### src/rtl/cache_ctrl_wb.sv
// Direct-mapped, write-back, write-allocate cache controller.
// 4 lines x 4 words, tag[9:6] index[5:4] word[3:2]. The memory port is
// block wide and held for MEM_LAT cycles per transfer.
//
// state     | meaning
// ----------+----------------------------------------------------------
// IDLE      | waiting for a load/store; ignores the cycle cpu_ready is up
// COMPARE   | tag compare; hit completes, miss selects WRITEBACK/ALLOCATE
// WRITEBACK | dirty victim driven on the memory port for MEM_LAT cycles
// ALLOCATE  | new block fetched; captured on the last timed cycle
module cache_ctrl_wb #(
  parameter int MEM_LAT = 4
) (
  input  logic         clock,
  input  logic         reset,
  input  logic         cpu_read,
  input  logic         cpu_write,
  input  logic [9:0]   cpu_addr,
  input  logic [31:0]  cpu_wdata,
  output logic [31:0]  cpu_rdata,
  output logic         cpu_ready,
  output logic [9:0]   mem_addr,
  output logic [127:0] mem_wdata,
  output logic         mem_write,
  input  logic [127:0] mem_rdata,
  output logic [15:0]  hit_cnt,
  output logic [15:0]  miss_cnt
);

  typedef enum logic [1:0] {IDLE, COMPARE, WRITEBACK, ALLOCATE} state_t;

  localparam logic [3:0] LAT_M1 = 4'(MEM_LAT - 1);

  state_t      state;
  logic [3:0]  timer;
  logic [3:0]  req_tag;
  logic [1:0]  req_idx;
  logic [1:0]  req_word;
  logic [31:0] req_wdata;
  logic        req_write;

  logic [3:0]  valid;
  logic [3:0]  dirty;
  logic [3:0]  tag_arr  [4];
  logic [31:0] data_arr [4][4];

  logic        hit;
  logic [127:0] victim;

  // byte offset is not used by a word-granular cache
  logic unused_byte;
  assign unused_byte = ^cpu_addr[1:0];

  // tag compare and victim block assembly for the latched index
  assign hit    = valid[req_idx] && (tag_arr[req_idx] == req_tag);
  assign victim = {data_arr[req_idx][0], data_arr[req_idx][1],
                   data_arr[req_idx][2], data_arr[req_idx][3]};

  // controller FSM with registered CPU and memory port outputs
  always_ff @(posedge clock) begin
    if (reset) begin
      state     <= IDLE;
      timer     <= '0;
      valid     <= '0;
      dirty     <= '0;
      cpu_ready <= 1'b0;
      cpu_rdata <= '0;
      mem_write <= 1'b0;
      mem_addr  <= '0;
      mem_wdata <= '0;
      hit_cnt   <= '0;
      miss_cnt  <= '0;
      req_tag   <= '0;
      req_idx   <= '0;
      req_word  <= '0;
      req_wdata <= '0;
      req_write <= 1'b0;
    end else begin
      cpu_ready <= 1'b0;
      cpu_rdata <= '0;
      unique case (state)
        IDLE: begin
          // the request is still held during the completion cycle
          if (!cpu_ready && (cpu_read || cpu_write)) begin
            req_tag   <= cpu_addr[9:6];
            req_idx   <= cpu_addr[5:4];
            req_word  <= cpu_addr[3:2];
            req_wdata <= cpu_wdata;
            req_write <= cpu_write;
            state     <= COMPARE;
          end
        end
        COMPARE: begin
          if (hit) begin
            cpu_ready <= 1'b1;
            hit_cnt   <= hit_cnt + 16'd1;
            if (req_write) begin
              data_arr[req_idx][req_word] <= req_wdata;
              dirty[req_idx]              <= 1'b1;
            end else begin
              cpu_rdata <= data_arr[req_idx][req_word];
            end
            state <= IDLE;
          end else begin
            miss_cnt <= miss_cnt + 16'd1;
            timer    <= LAT_M1;
            if (valid[req_idx] && dirty[req_idx]) begin
              mem_addr  <= {tag_arr[req_idx], req_idx, 4'b0000};
              mem_wdata <= victim;
              mem_write <= 1'b1;
              state     <= WRITEBACK;
            end else begin
              mem_addr  <= {req_tag, req_idx, 4'b0000};
              mem_write <= 1'b0;
              state     <= ALLOCATE;
            end
          end
        end
        WRITEBACK: begin
          if (timer == 4'd0) begin
            dirty[req_idx] <= 1'b0;
            mem_write      <= 1'b0;
            mem_addr       <= {req_tag, req_idx, 4'b0000};
            timer          <= LAT_M1;
            state          <= ALLOCATE;
          end else begin
            timer <= timer - 4'd1;
          end
        end
        ALLOCATE: begin
          if (timer == 4'd0) begin
            data_arr[req_idx][0] <= mem_rdata[127:96];
            data_arr[req_idx][1] <= mem_rdata[95:64];
            data_arr[req_idx][2] <= mem_rdata[63:32];
            data_arr[req_idx][3] <= mem_rdata[31:0];
            tag_arr[req_idx]     <= req_tag;
            valid[req_idx]       <= 1'b1;
            dirty[req_idx]       <= 1'b0;
            state                <= COMPARE;
          end else begin
            timer <= timer - 4'd1;
          end
        end
        default: state <= IDLE;
      endcase
    end
  end

endmodule

### config.mk
export PLATFORM = sky130hd
export DESIGN_NAME = cache_ctrl_wb
export DESIGN_NICKNAME = d
export VERILOG_FILES = /design/src/rtl/cache_ctrl_wb.sv
export SDC_FILE = /design/constraint.sdc
export NUM_CORES = 1
export LEC_CHECK = 0
export CORE_MARGIN = 2
export CORE_UTILIZATION = 40
export CTS_CLUSTER_SIZE = 12
export DETAILED_ROUTE_END_ITERATION = 16
export GPL_TIMING_DRIVEN = 0
export PLACE_DENSITY = 0.67
export SYNTH_ARGS = -nofsm -noshare
export SYNTH_HDL_FRONTEND = slang
export SYNTH_SLANG_ARGS = --single-unit
### constraint.sdc
create_clock -name clock -period 11.45 [get_ports clock]
set_clock_uncertainty 0.15 [all_clocks]
set_input_delay 1.7175 -clock clock [delete_from_list [all_inputs] [get_ports clock]]
set_output_delay 1.7175 -clock clock [all_outputs]
set_load 0.05 [all_outputs]
# Word level (Yosys, flattened, before mapping)
# Memory sizes are Yosys's and may differ from the RTL's. A register that Yosys moved wholly into a read port is not among the register bits.
# Index checks and enable logic that the tools add are counted.
word_totals:
  regBits: 259
  mem_bits_rw: 528
  input_bits: 174
  output_inout_bits: 204
  word_cells: 371
  mem_count: 2
mem_list:
  columns: ["name", "words", "width", "read_ports", "rd_ports_with_merged_regs", "wr", "line", "rtl"]
  rows:
  - ["data_arr", 4, 128, 1, 1, 1, "45", "logic [31:0] data_arr [4][4];"]
  - ["tag_arr", 4, 4, 1, 1, 1, "44", "logic [3:0] tag_arr [4];"]
op_classes:
  n_addsub: 3
  n_lt_le_gt_ge: 4
  n_eq_ne: 12
  n_mux: 175
  n_bitwise: 135
  n_reduce_logical: 24
op_table:
  columns: ["op", "count"]
  rows:
  - ["$mux W1", 144]
  - ["$mux W128", 1]
  - ["$or A1 B1 Y1", 128]
  - ["$mux W32", 3]
  - ["$bmux W32 S2", 1]
  - ["$demux W32 S2", 1]
  - ["$add A16 B1 Y16 const B", 2]
  - ["$mux W10", 3]
  - ["$mux W4", 6]
  - ["$pmux W10 S2", 1]
  - ["$mux W2", 8]
  - ["$ne A2 B2 Y1 const B", 7]
  - ["$pmux W4 S3", 1]
  - ["$reduce_and A3 Y1", 4]
  - ["$or A4 B4 Y4", 2]
  - ["$pmux W2 S4", 1]
  - ["$pmux W4 S2", 1]
  - ["$reduce_and A2 Y1", 4]
  - ["$logic_and A1 B1 Y1", 5]
  - ["$and A4 B4 Y4", 1]
  - ["$bmux W1 S2", 2]
  - ["$eq A2 B2 Y1 const B", 2]
  - ["$eq A4 B4 Y1", 1]
  - ["$logic_not A4 Y1", 1]
  - ["other kinds (20)", 23]

# Logic depth before layout (Yosys ltp)
# Gate-level depths: netlist of the first run.
logic_depth:
  word_depth: 8
  depth_mapped: 9
  ltp_nobuf: 7

# Worst setup path before layout of the first run
# No wires, ideal clock.
synth_path:
  kind: "input port to flip-flop"
  from: "input reset"
  to: "memory data_arr[2][100] (netlist name) (enable)"
  setup_ps: 511
  arrival_time_ps: 5548
  required_time_ps: 10789
  setup_slack_ps: 5241
  cell_stages: 4
  n_path_buf: 1
  path_cell_list: "clkbuf_1 -> clkinv_1 -> nand3_4 -> o41ai_1"
synth_via:
  elab_chain_len: 3
  elab_cells_between_ends: 5
  cone_classes: "mux (4); bitwise (1)"
synth_lines:
  columns: ["item", "line", "rtl"]
  rows:
  - ["start, declared", "15", "input logic reset,"]
  - ["$mux W1", "61", "if (reset) begin"]
  - ["$mux W128 (implied by the code) or $mux W1 (tied branches)", "98, 132", null]
  - ["$or A1 B1 Y1 (no source line) (*)", null, null]
  - ["end, declared", "45", null]
# Every way passes the cells marked *; elsewhere a longest branch is shown, timed or not.

# Worst setup path in the final report of the first run
layout_path:
  from: "input reset"
  to: "memory data_arr[1][100] (netlist name) (enable)"
# Same word-level chain as after synthesis.

==> results of run 1 <==
==> worst max-delay path, cell delays in order <==
cell      delay [ps]
clkbuf_1         220
nor3_2           770
clkbuf_1         920
nand2_1          570
o41ai_2          360
buf_6            250
buf_4            220
buf_4            220
==> worst max-delay path by stage <==
| stage | startpoint | to | slack, ps | depth (start not counted) |
|---|---|---|---|---|
| global route | reset | data_arr[1][69] | 6420 | 8 |
| global placement | reset | data_arr[2][71] | 740 | 4 |
| floorplan | reset | data_arr[2][100] | 5240 | 4 |
| CTS | reset | data_arr[1][69] | 6060 | 8 |
| detailed placement | reset | data_arr[1][71] | 5400 | 8 |
| finish | reset | data_arr[1][100] | 6360 | 8 |
==> kinds of logic (layout without fill, tap and decap cells) <==
| family | after synthesis | after routing | share of synthesized area |
|---|---|---|---|
| AOI/OAI and AO/OA | 135 | 135 | 0.0279 |
| buffers and inverters | 166 | 740 | 0.0246 |
| xor gates and xnor gates | 4 | 4 | 0.00241 |
| and+or+nand+nor | 832 | 832 | 0.110 |
| muxes | 325 | 325 | 0.169 |
| adders and majority gates | 8 | 8 | 0.00316 |
| other | 1 | 8 | 0.000118 |
| DFF | 785 | 785 | 0.663 |
==> where the power goes <==
part	switching [mW]	total [mW]	internal [mW]	leakage [nW]
combinational	0.702	1.12	0.414	6.62
clock	1.12	2.64	1.52	1.28
sequential	0.0405	3.21	3.17	6.93
total	1.86	6.96	5.10	14.8
==> state kept, by name (all words and copies together), names as in the netlist, 4 cells and up, named ones only <==
name       flops
mem_addr       6
cpu_rdata     32
tag_arr       16
valid          4
hit_cnt       16
mem_wdata    128
data_arr     512
req_tag        4
req_wdata     32
timer          4
miss_cnt      16
==> cell type report <==
class	count	area share
sequential	785	0.523
multi-input combinational	1308	0.250
timing repair buffer	424	0.109
antenna	4	0.000249
clock buffer	129	0.0588
tap	1050	0.0327
buffer	148	0.0177
clock inverter	21	0.00707
inverter	18	0.00168
==> Yosys cell counts (2+ instances only) <==
| cell | count | area [sq um] |
|---|---|---|
| nor2b_1 | 53 | 332 |
| mux2i_1 | 139 | 1390 |
| and2_1 | 6 | 37.5 |
| mux2_1 | 4 | 45.0 |
| o21bai_1 | 2 | 15.0 |
| mux2_2 | 16 | 180 |
| buf_1 | 6 | 22.5 |
| nand3_2 | 2 | 20.0 |
| inv_1 | 17 | 63.8 |
| o41ai_1 | 16 | 140 |
| ha_1 | 8 | 100 |
| buf_6 | 12 | 135 |
| a2111oi_0 | 2 | 17.5 |
| nand2_1 | 661 | 2480 |
| nand2b_1 | 4 | 25.0 |
| a221oi_1 | 2 | 17.5 |
| dfxtp_1 | 257 | 5140 |
| a21oi_1 | 58 | 290 |
| nor2_1 | 32 | 120 |
| or3_1 | 2 | 12.5 |
| nor3_1 | 3 | 15.0 |
| o311ai_0 | 9 | 78.8 |
| buf_2 | 19 | 95.1 |
| a2111o_1 | 4 | 45.0 |
| or2_2 | 11 | 68.8 |
| mux4_2 | 166 | 3740 |
| and3_1 | 9 | 56.3 |
| o2111ai_1 | 2 | 17.5 |
| xnor2_2 | 3 | 48.8 |
| nand3_1 | 20 | 100 |
| buf_4 | 11 | 82.6 |
| nor4_1 | 5 | 31.3 |
| o211ai_1 | 3 | 22.5 |
| edfxtp_1 | 528 | 15900 |
| a211oi_1 | 6 | 45.0 |
| clkbuf_1 | 100 | 375 |
| o21ai_0 | 22 | 110 |
| nand4_1 | 18 | 113 |
==> metal layers <==
metal | global-route usage | vias up | routed length [um]
met2 | 0.415 | 1332 | 50600
li1 | - | 9285 | -
met1 | 0.325 | 11100 | 39200
met4 | 0.0997 | 4 | 3900
met3 | 0.0554 | 202 | 10800
met5 | 0 | - | 27
==> metrics by stage <==
step / area, sq um / power, mW
global placement: 36700 / 4.32
floorplan: 31700 / 3.94
CTS: 40200 / 6.96
detailed placement: 37500 / 4.36
global route: 40200 / 7.16
finish: 40200 / 6.96
==> impl_metrics.py, run 1 <==
metrics = {
    "routing": {
        "viasPerCell": 5.64,
        "dr.pass1.iters": 14,
        "wirelength_um": 104000,
        "ant_nets": 0,
        "first_iter_violations": 2313,
        "drc": 1,
        "via_count": 21900,
        "route.detailed.wl_per_inst_um": 26.9,
    },
    "yosys": {
        "synth-edff-count": 528,
        "synth-seq-area-share": 0.663,
        "ys.warnings.count": 0,
        "netlist_instances": 2256,
        "syn_avg_cell_area_sq_um": 14.0,
        "ys_types": 56,
        "syn_area_sq_um": 31700,
        "async_flop_share": 0,
        "synth-seq-cells": 785,
        "synth_ff_type": "edfxtp_1",
    },
    "layout": {
        "regArea_sq_um": 21000,
        "post-route-util": 0.510,
        "final_common_cell": "nand2_1",
        "final_cell_mix": "nand2_1, edfxtp_1, clkdlybuf4s50_1, dfxtp_1, mux4_2",
        "layout-drive-gt1-share": 0.150,
        "multi_input_area_sq_um": 10100,
        "fin_cells": 3887,
        "area_growth_pct": 26.9,
        "final_nets": 2949,
        "fillers": 6497,
    },
    "pwr": {
        "peakVddDrop_v": 0.0000995,
        "pwr_density_cell_nw_per_um2": 173,
        "power_leakage_nw": 14.8,
    },
    "worst_hold_path": {
        "hold-path-endpoint": "mem_wdata[118]",
        "hold_class": "register to register",
        "min-delay-start": "mem_wdata[118]",
        "min_path_cells": 2,
    },
    "sta": {
        "tightest_slew_ps": 1290,
        "relSlewSlack": 0.142,
        "worst_slack_ps": 6360,
        "timing.final.crit_share": 0.445,
        "rsz0062_at_grt": "no",
        "slew_violations": 0,
        "tns_ps": 0,
        "fmax_mhz": 196,
        "whs_ps": 308,
        "finalSetupViolations": 0,
        "layout_min_cycle_time_ps": 5090,
        "timing.final.hold_violations": 0,
    },
    "clocking": {
        "root_buffer": "clkbuf_16",
        "insertion_delay_ps": 640,
        "clockBufferDepth": 3,
        "cts_buffers": 82,
        "htree_num_levels": 3,
        "cts_setup_buffers": 0,
        "cts.clk_slew.worst_paths_ps": 60,
        "tritoncts": "yes",
        "cts_hold_buf": 0,
        "ctsResizeCount": 0,
        "cts_sinks": 785,
    },
    "floorplanning": {
        "ios": 378,
        "die_area_sq_um": 81400,
        "die_h_um": 285,
        "initial_core_util": 0.402,
        "core_sq_um": 78700,
        "rows": 103,
        "die_x_um": 285,
    },
    "global_routing": {
        "antenna_found_initial": 6,
        "grt_remaining_overflow": 0,
        "first_global_vias": 21900,
        "grt_max_degree": 23,
        "grt_pass1_wl_um": 148000,
        "track_usage": 0.252,
    },
    "worst_setup_path": {
        "worst-r2r-cell-count": 11,
        "r2r_slack_ps": 6600,
        "worstSetupEndpointType": "register",
        "arrival_ps": 5270,
        "cp-start-kind": "primary input",
        "crit_type": "primary input to register",
        "regToRegStartpoint": "timer[0]",
        "cp_max_fo": 10,
        "r2r-end": "data_arr[1][100]",
        "required_ps": 11630,
    },
    "place": {
        "dp_cells": 3733,
        "portBuffers": 370,
        "globalplace.congestion": 0.882,
        "post-place-ws_ps": 5400,
        "dp_hpwl_um": 78400,
    },
    "run": {
        "max_cap_violations": 0,
    },
    "status": {
        "status": "complete, but fails checks",
        "violations": "design-rule violations",
    },
}
Note: power is estimated with default switching activity, not from simulation.
==> run 2: changes to the inputs <==
--- a/config.mk
+++ b/config.mk
@@ -10,7 +10,7 @@
 export CTS_CLUSTER_SIZE = 12
 export DETAILED_ROUTE_END_ITERATION = 16
 export GPL_TIMING_DRIVEN = 0
-export PLACE_DENSITY = 0.67
+export PLACE_DENSITY = 0.7
 export SYNTH_ARGS = -nofsm -noshare
 export SYNTH_HDL_FRONTEND = slang
 export SYNTH_SLANG_ARGS = --single-unit
==> constraint.sdc (replaced) <==
create_clock -name clock -period 4.3 [get_ports clock]
set_clock_uncertainty 0.15 [all_clocks]
set_input_delay 0.645 -clock clock [delete_from_list [all_inputs] [get_ports clock]]
set_output_delay 0.645 -clock clock [all_outputs]
set_load 0.05 [all_outputs]
==> impl_metrics.py, run 2 (same netlist as run 1, synthesis figures left out) <==
metrics = {
    "layout": {
        "final_nets": 2946,
        "reg_top3": "data_arr: 512 flops, mem_wdata: 128 flops",
        "largest_register_ffs": 512,
        "area_growth_pct": 26.3,
        "fin_area_sq_um": 40000,
        "layout-drive-gt1-share": 0.150,
        "regMostFlops": "data_arr",
        "final_common_cell": "nand2_1",
        "multi_input_area_sq_um": 10100,
        "post-route-util": 0.508,
        "regArea_sq_um": 21000,
        "fillers": 6510,
        "final_cell_mix": "nand2_1, edfxtp_1, clkdlybuf4s50_1, dfxtp_1, mux4_2",
    },
    "worst_setup_path": {
        "cp-start-kind": "register",
        "regToRegStartpoint": "timer[0]",
        "worst-r2r-cell-count": 11,
        "cp_max_fo": 14,
        "arrival_ps": 4240,
        "crit_type": "register to register",
        "worstSetupEndpointType": "register",
        "r2r_slack_ps": 250,
        "required_ps": 4490,
        "r2r-end": "data_arr[3][77]",
    },
    "status": {
        "status": "completed",
    },
    "clocking": {
        "cts_setup_buffers": 0,
        "htree_num_levels": 3,
        "cts_sinks": 785,
        "tritoncts": "yes",
        "clockBufferDepth": 3,
        "insertion_delay_ps": 650,
        "cts_buffers": 83,
        "root_buffer": "clkbuf_16",
        "cts.clk_slew.worst_paths_ps": 50,
        "cts_hold_buf": 0,
    },
    "routing": {
        "first_iter_violations": 2571,
        "wirelength_um": 103000,
        "route.detailed.wl_per_inst_um": 26.5,
        "ant_nets": 0,
        "viasPerCell": 5.56,
        "dr.pass1.iters": 6,
        "drc": 0,
        "via_count": 21600,
    },
    "worst_hold_path": {
        "hold-path-endpoint": "req_wdata[6]",
        "hold_class": "register to register",
        "min-delay-start": "req_wdata[6]",
        "min_path_cells": 2,
    },
    "sta": {
        "relSlewSlack": 0.135,
        "finalSetupViolations": 0,
        "fmax_mhz": 247,
        "rsz0062_at_grt": "no",
        "layout_min_cycle_time_ps": 4050,
        "slew_violations": 0,
        "tns_ps": 0,
        "whs_ps": 306,
        "timing.final.crit_share": 0.942,
        "tightest_slew_ps": 1300,
        "timing.final.hold_violations": 0,
    },
    "floorplanning": {
        "rows": 103,
        "core_sq_um": 78700,
        "die_area_sq_um": 81400,
        "ios": 378,
        "die_h_um": 285,
        "die_x_um": 285,
        "initial_core_util": 0.402,
    },
    "place": {
        "globalplace.congestion": 0.878,
        "postPlaceCellArea_sq_um": 37400,
        "portBuffers": 370,
        "dp_hpwl_um": 76800,
    },
    "global_routing": {
        "antenna_found_initial": 5,
        "grt_remaining_overflow": 0,
        "grt_pass1_wl_um": 145000,
        "first_global_vias": 21700,
        "track_usage": 0.248,
        "grt_max_degree": 21,
    },
    "pwr": {
        "power_leakage_nw": 14.8,
        "peakVddDrop_v": 0.000282,
        "pwr_density_cell_nw_per_um2": 459,
    },
    "run": {
        "max_cap_violations": 0,
    },
}
-- run 2: cell types whose count changed in the layout (fill, tap and decap cells not counted), sizes merged --
cell / before / now
clkbuf: 229 / 233
buf: 102 / 99
bufinv: 4 / 2
inv: 20 / 22
clkinvlp: 1 / 0
diode: 4 / 3
-- run 2: worst max path at each step --
stage | from | endpoint | slack [ps] | cells after the start
final | timer[0] | data_arr[3][77] | 250 | 11
after global routing | timer[0] | data_arr[2][101] | 160 | 11
after CTS | req_word[0] | data_arr[3][77] | 320 | 6
after detailed placement | timer[0] | data_arr[1][109] | -8 | 12
after global placement | req_word[0] | data_arr[2][77] | -5930 | 4
after floorplan | register | data_arr[2][100] | -1420 | 7
-- run 2: metal layers --
layer  wire length, um  GRT usage  share of wire  vias to the layer above
met5                 0          0              0                        -
met4              3970     0.0997          0.039                        0
met3             11300     0.0663           0.11                      193
met2             48700      0.401           0.47                     1303
met1             38900      0.317           0.38                    10800
li1                  -          -              -                     9286
-- run 2: timing repair --
item / in CTS / in global routing
setup endpoints to repair: 7 / 0
endpoints found under the hold margin: 0 / 0
gates resized for setup: 0 / 0
-- run 2: area by class of cell --
class | instances | area share
clock buffers | 134 | 0.0588
plain buffers | 147 | 0.0177
repair buffers | 421 | 0.106
multi-input cells | 1308 | 0.252
inverters | 18 | 0.00169
flip-flops and latches | 785 | 0.525
diodes | 3 | 0.000188
clock inverters | 20 | 0.00594
well taps | 1050 | 0.0329
-- run 2: worst max-delay path: stages (launching register included) --
cell	delay [ps]
dfxtp_1	310
inv_1	90
ha_1	180
or3b_1	340
clkbuf_1	190
nor3_2	240
buf_4	410
clkbuf_1	550
nand2_1	450
o41ai_2	320
buf_4	330
buf_4	200
-- run 2: power by group --
part	internal [mW]	switching [mW]
Clock	3.90	3.00
Combinational	1.10	1.85
Sequential	8.43	0.103
-- run 2: metrics by stage --
step | power (mW) | setup WS (ps) | std cells
global placement | 11.5 | -5930 | 3679
finish | 18.4 | 251 | 3886
detailed placement | 11.6 | -7.75 | 3730
CTS | 18.4 | 322 | 3883
floorplan | 10.5 | -1420 | 2259
global route | 18.9 | 159 | 3885
